--- src/rtl/pipe_stage_reg.sv ---
// pipe_stage_reg: parametrised pipeline stage register with valid/ready
// handshake, optional two-entry skid buffer, freeze (stall) and flush (squash).
//
// Ports:
//   clk, rst        rising-edge clock, asynchronous active-high reset
//   freeze          stall: blocks push and pop, holds all state
//   flush           squash: drops all held entries (priority over freeze)
//   in_valid/ready  upstream handshake, in_data payload
//   out_valid/ready downstream handshake, out_data = main entry payload
//   count           entries held (0..2)
//   discard_cnt     saturating total of entries dropped by flush
module pipe_stage_reg #(
  parameter int unsigned       WIDTH     = 64,
  parameter bit                SKID_EN   = 1'b1,
  parameter logic [WIDTH-1:0]  RST_VALUE = '0,
  parameter int unsigned       CNT_W     = 8
) (
  input  logic             clk,
  input  logic             rst,
  input  logic             freeze,
  input  logic             flush,
  input  logic             in_valid,
  input  logic [WIDTH-1:0] in_data,
  output logic             in_ready,
  output logic             out_valid,
  output logic [WIDTH-1:0] out_data,
  input  logic             out_ready,
  output logic [1:0]       count,
  output logic [CNT_W-1:0] discard_cnt
);

  localparam int unsigned      SUM_W   = CNT_W + 2;
  localparam logic [CNT_W-1:0] CNT_MAX = '1;

  typedef enum logic [1:0] {
    ST_EMPTY = 2'd0,
    ST_ONE   = 2'd1,
    ST_FULL  = 2'd2
  } state_t;

  state_t           state_q, state_d;
  logic [WIDTH-1:0] main_q, main_d;
  logic [WIDTH-1:0] skid_q, skid_d;
  logic [CNT_W-1:0] disc_q, disc_d;
  logic             push;
  logic             pop;
  logic [SUM_W-1:0] disc_sum;

  // State and data registers
  always_ff @(posedge clk or posedge rst) begin
    if (rst) begin
      state_q <= ST_EMPTY;
      main_q  <= RST_VALUE;
      skid_q  <= RST_VALUE;
      disc_q  <= '0;
    end else begin
      state_q <= state_d;
      main_q  <= main_d;
      skid_q  <= skid_d;
      disc_q  <= disc_d;
    end
  end

  // Output decode; with the skid buffer in_ready comes from state only,
  // without it a pop in the same cycle frees the single entry.
  always_comb begin
    out_valid   = (state_q != ST_EMPTY);
    out_data    = main_q;
    discard_cnt = disc_q;
    case (state_q)
      ST_ONE:  count = 2'd1;
      ST_FULL: count = 2'd2;
      default: count = 2'd0;
    endcase
    if (SKID_EN) begin
      in_ready = (state_q != ST_FULL);
    end else begin
      in_ready = ~out_valid | (out_ready & ~freeze);
    end
  end

  // Next-state and data-path selection; flush > freeze > handshake
  always_comb begin
    state_d  = state_q;
    main_d   = main_q;
    skid_d   = skid_q;
    disc_d   = disc_q;
    push     = in_valid & in_ready & ~freeze & ~flush;
    pop      = out_valid & out_ready & ~freeze & ~flush;
    disc_sum = SUM_W'(disc_q) + SUM_W'(count);

    if (flush) begin
      state_d = ST_EMPTY;
      main_d  = RST_VALUE;
      skid_d  = RST_VALUE;
      disc_d  = (disc_sum > SUM_W'(CNT_MAX)) ? CNT_MAX : disc_sum[CNT_W-1:0];
    end else begin
      case (state_q)
        ST_EMPTY: begin
          if (push) begin
            main_d  = in_data;
            state_d = ST_ONE;
          end
        end
        ST_ONE: begin
          if (push && pop) begin
            main_d = in_data;
          end else if (push && SKID_EN) begin
            skid_d  = in_data;
            state_d = ST_FULL;
          end else if (pop) begin
            state_d = ST_EMPTY;
          end
        end
        ST_FULL: begin
          // skid entry moves up behind the departing main entry
          if (pop) begin
            main_d  = skid_q;
            state_d = ST_ONE;
          end
        end
        default: state_d = ST_EMPTY;
      endcase
    end
  end

endmodule

--- config.mk ---
export PLATFORM = sky130hd
export DESIGN_NAME = pipe_stage_reg
export DESIGN_NICKNAME = d
export VERILOG_FILES = /design/src/rtl/pipe_stage_reg.sv
export SDC_FILE = /design/constraint.sdc
export NUM_CORES = 1
export LEC_CHECK = 0
export ABC_CLOCK_PERIOD_IN_PS = 9000
export CAP_MARGIN = 20
export CORE_MARGIN = 2
export CORE_UTILIZATION = 45
export DETAILED_ROUTE_END_ITERATION = 10
export MAX_ROUTING_LAYER = met4
export PLACE_DENSITY = 0.71
export REMOVE_ABC_BUFFERS = 1
export SYNTH_ARGS = -nofsm -noshare
export SYNTH_HDL_FRONTEND = slang
export SYNTH_SLANG_ARGS = --single-unit
--- constraint.sdc ---
create_clock -name clk -period 9 [get_ports clk]
set_input_delay 1.35 -clock clk [delete_from_list [all_inputs] [get_ports clk]]
set_output_delay 1.35 -clock clk [all_outputs]
set_load 0.02 [all_outputs]
==> reports/qor.csv, run 1 <==
metric;value;unit
Root Buffer;clkbuf_16;
fraction of layout cells with a size suffix above 1;11.86;%
power share of the combinational group;17.4;%
Final Hold Fails;0;
drt initial violations;462;
power per cell area;168.8;mW/mm²
chip width;131.6;µm
Internal;1.140;mW
initial core utilization;46.14;%
final setup violation count;0;
fin util;58.48;%
full die area;0.01733;mm²
CTS sink count;138;
Syn Area/Cell;10.28;µm²
Cell Rows;46;
ys async rst share;100.0;%
#FFs+latches synth;138;
global route total overflow;0;
Least-Margin Pin Slew;1.072;ns
Setup WS pre-CTS;4.646;ns
crit end category;primary output;
yosys warns;0;
Worst Setup Start Kind;flop;
Final WS setup;4.816;ns
status;complete, no violations;
area of the core;0.01589;mm²
CP arrival;2.83;ns
number of synthesized flops with an enable pin;0;
detailed placement HPWL;10630;µm
CP required;7.65;ns
CP Launch Point;state_q[1]$_DFFE_PP0P_;
pin count of the biggest net entering global routing;125;
Critical Path End;in_ready;
count of antenna diodes in the layout;0;
Synth top area share;47.12;%
Max VDD drop;0.1277;mV
Seq pwr share;43.3;%
Post-Syn Area;0.007330;mm²
number of port buffers;145;
Switching Share;27.31;%
antenna violations before repair;0;
RSZ-0062 raised after global routing;false;
final worst path period share;46.49;%
Unique masters post-synth;36;
Clock transition at path regs;0.06;ns
I/O pin cnt;146;
cell count after synthesis;713;
layout net count;887;
Post-CTS Setup Bufs;0;
wire per inst;17.47;µm
via count;5770;
worst r2r dst;discard_cnt[4]$_DFFE_PP0P_;
Max-slew headroom;28.51;%
max-cap violations;0;
Leakage;4.278;nW
Hold-fix buffers, CTS;0;
reg2reg path depth;7;
Clock power frac;39.3;%
Worst-Skew Late Latency;0.42;ns
final WL;18200;µm
setup TNS;0;ns
Hold Crit Class;reg -> reg;
drt pass-1 iters;4;
Critical Path Fanout Max;23;
Seq/Total Area, Yosys;47.12;%
reg-to-reg slack, setup;5.99;ns
clock buffer depth;2;
clock period minus worst slack;4.184;ns
Setup Skew;0.005249;ns
top cells by count, synth;dfrtp_1, nand2_1, a21oi_1;
Final Max Slew Viols;0;
Routed Antenna Nets;0;
top post-synthesis cells by area;dfrtp_1, o41ai_2, mux2i_1, nand2_1, nor2b_1;
cell taking the most area after synthesis;dfrtp_1;
RD Place Congestion;0.7895;
chip height;131.6;µm
RR Startpoint;state_q[1]$_DFFE_PP0P_;
Max H-tree Level;4;
Psw;0.4282;mW
Setup CP Type;reg -> out;
CTS tree;yes;
area taken by multi-input logic gates;0.003523;mm²
Num CTS Buffers;17;
Area Growth Syn to Fin;26.75;%
predominant post-synthesis flop cell;dfrtp_1;
post-cts repair resize count;0;
most frequent cell after synthesis;dfrtp_1;
fmax;239.0;MHz
number of global-route vias before repair;5597;
Via density;5.537;
PnR Total Power;1.568;mW
# fillers;1333;
Seq. cell area;0.003453;mm²
drt drc;0;
gr usage total;21.51;%
first-pass GRT wire length;29250;µm
==> worst max-delay path: stages, from the launching register on <==
cell             delay, ns
dfrtp_1               0.41
nor2b_2               0.57
clkinv_2              0.66
clkdlybuf4s50_1       0.76
==> power groups by stage <==
| stage | combinational, mW | clock (mW) | sequential (mW) |
|---|---|---|---|
| after floorplan | 0.100 | 0 | 0.715 |
| after global placement | 0.266 | 0 | 0.686 |
| after detailed placement | 0.274 | 0 | 0.688 |
| after CTS | 0.275 | 0.629 | 0.678 |
| after global routing | 0.294 | 0.656 | 0.682 |
| final | 0.273 | 0.616 | 0.679 |
==> per-layer routing <==
| metal | wire length [µm] | global-route usage [%] |
|---|---|---|
| met4 | 195 | 5.797 |
| met1 | 8327 | 28.37 |
| met3 | 775 | 4.823 |
| met5 | 0 | - |
| met2 | 8901 | 33.65 |
==> worst min path at each step <==
stage / slack (ns) / end / start / cells after the start
after detailed placement: 0.51 / skid_q[16]$_DFFE_PP0P_ / skid_q[16]$_DFFE_PP0P_ / 2
final: 0.52 / skid_q[60]$_DFFE_PP0P_ / skid_q[60]$_DFFE_PP0P_ / 2
after floorplan: 0.49 / skid_q[0]$_DFFE_PP0P_ / skid_q[0]$_DFFE_PP0P_ / 2
after global placement: 0.51 / skid_q[2]$_DFFE_PP0P_ / skid_q[2]$_DFFE_PP0P_ / 2
after global routing: 0.54 / skid_q[52]$_DFFE_PP0P_ / skid_q[52]$_DFFE_PP0P_ / 2
after CTS: 0.52 / skid_q[35]$_DFFE_PP0P_ / skid_q[35]$_DFFE_PP0P_ / 2
==> per-stage QoR <==
| stage | cell area (µm²) | hold WS [ns] | std cells |
|---|---|---|---|
| 4_1_cts | 9290 | 0.5216 | 1042 |
| 2_1_floorplan | 6979 | 0.4945 | 643 |
| 3_3_place_gp | 8782 | 0.5084 | 1012 |
| 6_report | 9290 | 0.5202 | 1042 |
| 5_1_grt | 9290 | 0.5353 | 1042 |
| 3_5_place_dp | 8782 | 0.5145 | 1012 |
==> cells by family after synthesis <==
kind of cell | synth area share (%)
compound gates | 23.80
flops | 47.12
xor+xnor | 0.1195
mux | 9.611
buf+inv | 5.036
fa+ha+maj | 0.4950
simple gates | 13.83
==> cell usage in the layout, fill, tap and decap left out, types with 2 or more instances in the layout <==
cell type,instances
a21oi_1,72
a31oi_1,2
buf_4,9
clkbuf_1,7
clkbuf_16,17
clkbuf_8,3
clkdlybuf4s50_1,143
clkinv_2,4
dfrtp_1,138
ha_1,2
inv_1,2
mux2_1,3
mux2i_1,67
nand2_1,133
nand2b_1,2
nand3_1,3
nand4_1,4
nor2_1,2
nor2b_1,65
o21a_1,2
o21ai_1,66
o41ai_1,8
o41ai_2,56
or2_2,2
==> layout make-up <==
| cell class | count | area share [%] |
|---|---|---|
| Tap cell | 216 | 2.909 |
| Clock inverter | 3 | 0.1616 |
| Timing Repair Buffer | 153 | 16.26 |
| Inverter | 5 | 0.2694 |
| Multi-Input combinational cell | 500 | 37.93 |
| Clock buffer | 27 | 5.306 |
| Sequential cell | 138 | 37.17 |
==> flip-flops by register name, indices dropped and copies added (netlist names) <==
register,count
out_data,64
state_q,2
skid_q,64
discard_cnt,8
Power figures use the tool's default switching activity.
==> inputs of run 2 (changes only) <==
Settings changed: ABC_CLOCK_PERIOD_IN_PS 9000 to 3730, PLACE_DENSITY 0.71 to 0.74.
Clock period 9 ns to 3.73 ns, I/O delays scaled along.
==> run 2 against run 1 <==
Compared with the run above:
- clock skew rose by 0.0023 ns
- register-to-register slack got worse by 4.6 ns
- sequential power rose by 140%
- global-route usage rose by 0.58 points
- sequential share of layout area fell by 0.66 points
- via count rose by 1.3%
- die area did not move
- non-clock buffer count rose by 5
- cell count rose by 0.58%
- flip-flop and latch count did not move
==> reports/qor.csv, run 2 (same netlist as run 1, synthesis figures left out) <==
metric;value;unit
Clock transition at path regs;0.05;ns
fin util;59.54;%
commonest non-fill, non-tap cell in the layout;clkdlybuf4s50_1;
wire per inst;17.30;µm
number of global-route vias before repair;5975;
CP required;3.17;ns
fin area;0.009458;mm²
gr usage total;22.09;%
Setup Skew;0.007521;ns
commonest cells after routing, fill and taps aside;clkdlybuf4s50_1, dfrtp_1, nand2_1;
number of port buffers;145;
RD Place Congestion;0.8200;
Num CTS Buffers;17;
CTS sink count;138;
layout net count;892;
RSZ-0062 raised after global routing;false;
Via density;5.577;
Max-slew headroom;24.05;%
PnR Total Power;3.946;mW
Worst-Skew Late Latency;0.42;ns
detailed placement HPWL;10980;µm
CTS tree;yes;
chip height;131.6;µm
status;complete, no violations;
I/O pin cnt;146;
drt initial violations;546;
fmax;366.6;MHz
global route total overflow;0;
Least-Margin Pin Slew;1.139;ns
area of the core;0.01589;mm²
clock period minus worst slack;2.728;ns
antenna violations before repair;0;
via count;5845;
crit-path leading delay family;buffers and inverters;
drt drc;0;
Root Buffer;clkbuf_16;
final setup violation count;0;
drt pass-1 iters;5;
pin count of the biggest net entering global routing;111;
Post-DP Area;0.008896;mm²
clock buffer depth;2;
Max VDD drop;0.2857;mV
full die area;0.01733;mm²
# fillers;1331;
Cell Rows;46;
Setup WS pre-CTS;0.8636;ns
non-filler instance count after layout;1048;
cells along the critical path;nor2b_2 > clkdlybuf4s50_1;
fraction of layout cells with a size suffix above 1;12.98;%
placed cells;1017;
Final Max Slew Viols;0;
final WL;18130;µm
Worst Setup Start Kind;flop;
count of antenna diodes in the layout;0;
CP arrival;2.17;ns
CP max stage cell;clkdlybuf4s50_1;
Critical Path Fanout Max;11;
Largest stage delay, worst path;0.73;ns
Final Hold Fails;0;
first-pass GRT wire length;30440;µm
Routed Antenna Nets;0;
initial core utilization;46.14;%
Post-CTS Setup Bufs;0;
Max H-tree Level;4;
Hold-fix buffers, CTS;0;
final worst path period share;73.14;%
power per cell area;417.3;mW/mm²
Setup CP Type;reg -> out;
Leakage;4.357;nW
Final WS setup;1.002;ns
post-cts repair resize count;0;
Area Growth Syn to Fin;29.04;%
crit end category;primary output;
max-cap violations;0;
Hold Crit Class;reg -> reg;
WP buf/inv;1;
chip width;131.6;µm
==> run 2: cell count changes in the layout (fill, tap and decap cells not counted), sizes merged <==
cell      before  now
clkbuf        27   22
inv            4    5
clkinv         4    6
bufinv         0    2
clkinvlp       0    1
buf           10   15
==> run 2: metal layers <==
metal	GRT usage [%]	wire, µm
met1	28.40	8183
met2	34.55	8673
met3	5.787	1016
met4	6.461	257
met5	-	0
==> run 2: path summary, 6_finish.rpt <==
| path | cells after the start | startpoint | to | slack, ns |
|---|---|---|---|---|
| min in group asynchronous | 2 | rst | out_data[26]$_DFFE_PP0P_ | 0.66 |
| hold reg to reg | 2 | skid_q[46]$_DFFE_PP0P_ | skid_q[46]$_DFFE_PP0P_ | 0.52 |
| hold / removal | 2 | skid_q[46]$_DFFE_PP0P_ | skid_q[46]$_DFFE_PP0P_ | 0.52 |
| setup / recovery | 2 | state_q[0]$_DFFE_PP0P_ | count[1] | 1.00 |
| max in group asynchronous | 3 | rst | out_data[30]$_DFFE_PP0P_ | 2.25 |
| setup reg to reg | 5 | state_q[1]$_DFFE_PP0P_ | out_data[7]$_DFFE_PP0P_ | 1.42 |
==> run 2: where the power goes <==
group / internal (mW) / leakage, nW / switching (mW)
clock: 1.01 / 0.279 / 0.620
sequential: 1.57 / 1.89 / 0.0677
combinational: 0.305 / 2.19 / 0.376
total: 2.88 / 4.36 / 1.06
==> run 2: per-stage QoR <==
stage / hold slack [ns] / setup TNS (ns)
floorplan: 0.4945 / -158.12
global placement: 0.5087 / 0
detailed placement: 0.5144 / 0
CTS: 0.5227 / 0
global route: 0.5395 / 0
finish: 0.5212 / 0
==> run 2: final cells by class <==
cell class | instances | area [µm²] | area share (%)
Timing Repair Buffer | 158 | 1623 | 17.16
Clock buffer | 22 | 464.2 | 4.908
Inverter | 5 | 26.28 | 0.2778
Multi-Input combinational cell | 500 | 3523 | 37.25
Clock inverter | 9 | 97.59 | 1.032
Sequential cell | 138 | 3453 | 36.51
Tap cell | 216 | 270.3 | 2.858
==> run 2: worst register-to-register path: cells and delay by family, from the launching register on <==
family                 cells  cell delay, ns
and+or+nand+nor            1            0.28
muxes                      1            0.34
buffers and inverters      2            0.91
AOI/OAI and AO/OA          1            0.26
DFF                        1            0.42
==> inputs of run 3 (changes only) <==
Settings changed: ABC_CLOCK_PERIOD_IN_PS 3730 to 2400.
Clock period 3.73 ns to 2.4 ns, I/O delays scaled along.
==> run 3 against run 2 <==
Compared with the run above:
- count of clock-buffer cells in the layout down 1
- sequential power up 55%
- sequential share of layout area shrank 0.51 points
- clock skew about the same
- worst hold slack lost 0.22 ns
- critical endpoint is now count[0]
- largest cell class unchanged
- highest routed layer unchanged
==> reports/qor.csv, run 3 (same netlist as run 1, synthesis figures left out) <==
metric;value;unit
uppermost layer routed;met4;
CP arrival;1.79;ns
met1 wire length;8080;µm
RD Place Congestion;0.8137;
initial core utilization;46.14;%
Root Buffer;clkbuf_16;
Final Hold Fails;0;
clock period minus worst slack;2.149;ns
number of global-route vias before repair;5834;
via count;5772;
DR WL met3;851;µm
Max VDD drop;0.5009;mV
final setup violation count;0;
CP required;2.04;ns
area of the core;0.01589;mm²
fmax;465.3;MHz
clock buffer depth;2;
RSZ-0062 raised after global routing;false;
status;complete, no violations;
Final Max Slew Viols;0;
commonest non-fill, non-tap cell in the layout;clkdlybuf4s50_1;
WL met2;8875;µm
Least-Margin Pin Slew;0.8176;ns
number of port buffers;145;
Routed Antenna Nets;0;
chip height;131.6;µm
wire per inst;17.06;µm
fin area;0.009593;mm²
Clock transition at path regs;0.06;ns
Setup CP Type;reg -> out;
Critical Path Fanout Max;7;
Area Growth Syn to Fin;30.88;%
Leakage;4.408;nW
Num CTS Buffers;17;
Post-CTS Setup Bufs;0;
drt drc;0;
# fillers;1307;
Worst-Skew Late Latency;0.42;ns
max-cap violations;0;
Setup Skew;0.008015;ns
global route total overflow;0;
full die area;0.01733;mm²
commonest cells after routing, fill and taps aside;clkdlybuf4s50_1, dfrtp_1, nand2_1;
layout net count;896;
Cell Rows;46;
antenna violations before repair;0;
drt initial violations;522;
count of antenna diodes in the layout;0;
chip width;131.6;µm
CTS sink count;138;
power per cell area;667.4;mW/mm²
Via density;5.481;
Worst Setup Start Kind;flop;
detailed placement HPWL;10880;µm
Max-slew headroom;45.49;%
I/O pin cnt;146;
first-pass GRT wire length;29810;µm
Hold Crit Class;in -> reg;
crit end category;primary output;
Hold-fix buffers, CTS;0;
gr usage total;21.83;%
pin count of the biggest net entering global routing;131;
fraction of layout cells with a size suffix above 1;13.62;%
Post-DP Area;0.008964;mm²
Max H-tree Level;4;
setup TNS;0;ns
final WL;17960;µm
post-cts repair resize count;0;
drt pass-1 iters;4;
CTS tree;yes;
final worst path period share;89.56;%
-- run 3: changes by cell type in the layout (fill, tap and decap cells not counted) --
| cell | previous run | this run |
|---|---|---|
| clkinv_2 | 6 | 2 |
| clkinvlp_4 | 1 | 4 |
| buf_12 | 6 | 9 |
| bufinv_16 | 2 | 4 |
| clkinv_4 | 0 | 1 |
| clkbuf_1 | 3 | 2 |
| buf_4 | 8 | 9 |
-- run 3: worst max-delay path, cell delays in order (launching register included) --
cell and delay, ns:
dfrtp_1 0.46, nor2b_1 0.26, clkdlybuf4s50_1 0.65
-- run 3: area by class of cell --
type | instances | area (µm²) | share of cell area (%)
multi-input cells | 500 | 3523 | 36.73
flip-flops and latches | 138 | 3453 | 36.00
repair buffers | 162 | 1690 | 17.62
clock buffers | 21 | 460.4 | 4.800
well taps | 216 | 270.3 | 2.817
clock inverters | 11 | 168.9 | 1.761
inverters | 5 | 26.28 | 0.2739
-- run 3: metal layers --
| metal | track usage, % | vias up |
|---|---|---|
| met1 | 28.14 | 2872 |
| met2 | 34.32 | 131 |
| met3 | 5.748 | 10 |
| met4 | 5.797 | 0 |
| li1 | - | 2759 |
| met5 | - | - |
-- run 3: final timing paths --
kind,start,to,slack [ns],depth (start not counted)
max,state_q[0]$_DFFE_PP0P_,count[0],0.25,2
min,flush,skid_q[52]$_DFFE_PP0P_,0.31,2
max reg2reg,state_q[1]$_DFFE_PP0P_,out_data[44]$_DFFE_PP0P_,0.39,5
min reg2reg,skid_q[9]$_DFFE_PP0P_,skid_q[9]$_DFFE_PP0P_,0.52,2
max in group asynchronous,rst,skid_q[35]$_DFFE_PP0P_,1.65,3
min in group asynchronous,rst,out_data[23]$_DFFE_PP0P_,0.42,3
-- run 3: power by group --
part | switching (mW) | internal, mW | total (mW) | leakage [nW]
clock network | 1.00 | 1.79 | 2.80 | 0.295
logic | 0.585 | 0.482 | 1.07 | 2.22
registers | 0.102 | 2.44 | 2.54 | 1.89
-- run 3: through the flow --
step	hold WS [ns]	power, mW	setup slack, ns	cells	util [%]
global placement	0.5084	3.614	0.3409	1021	56.43
global route	0.3125	6.661	0.1609	1053	60.39
detailed placement	0.5146	3.649	0.2964	1021	56.43
finish	0.3059	6.403	0.2506	1053	60.39
floorplan	0.4231	3.056	-2.669	643	-
CTS	0.3003	6.465	0.2341	1053	60.39
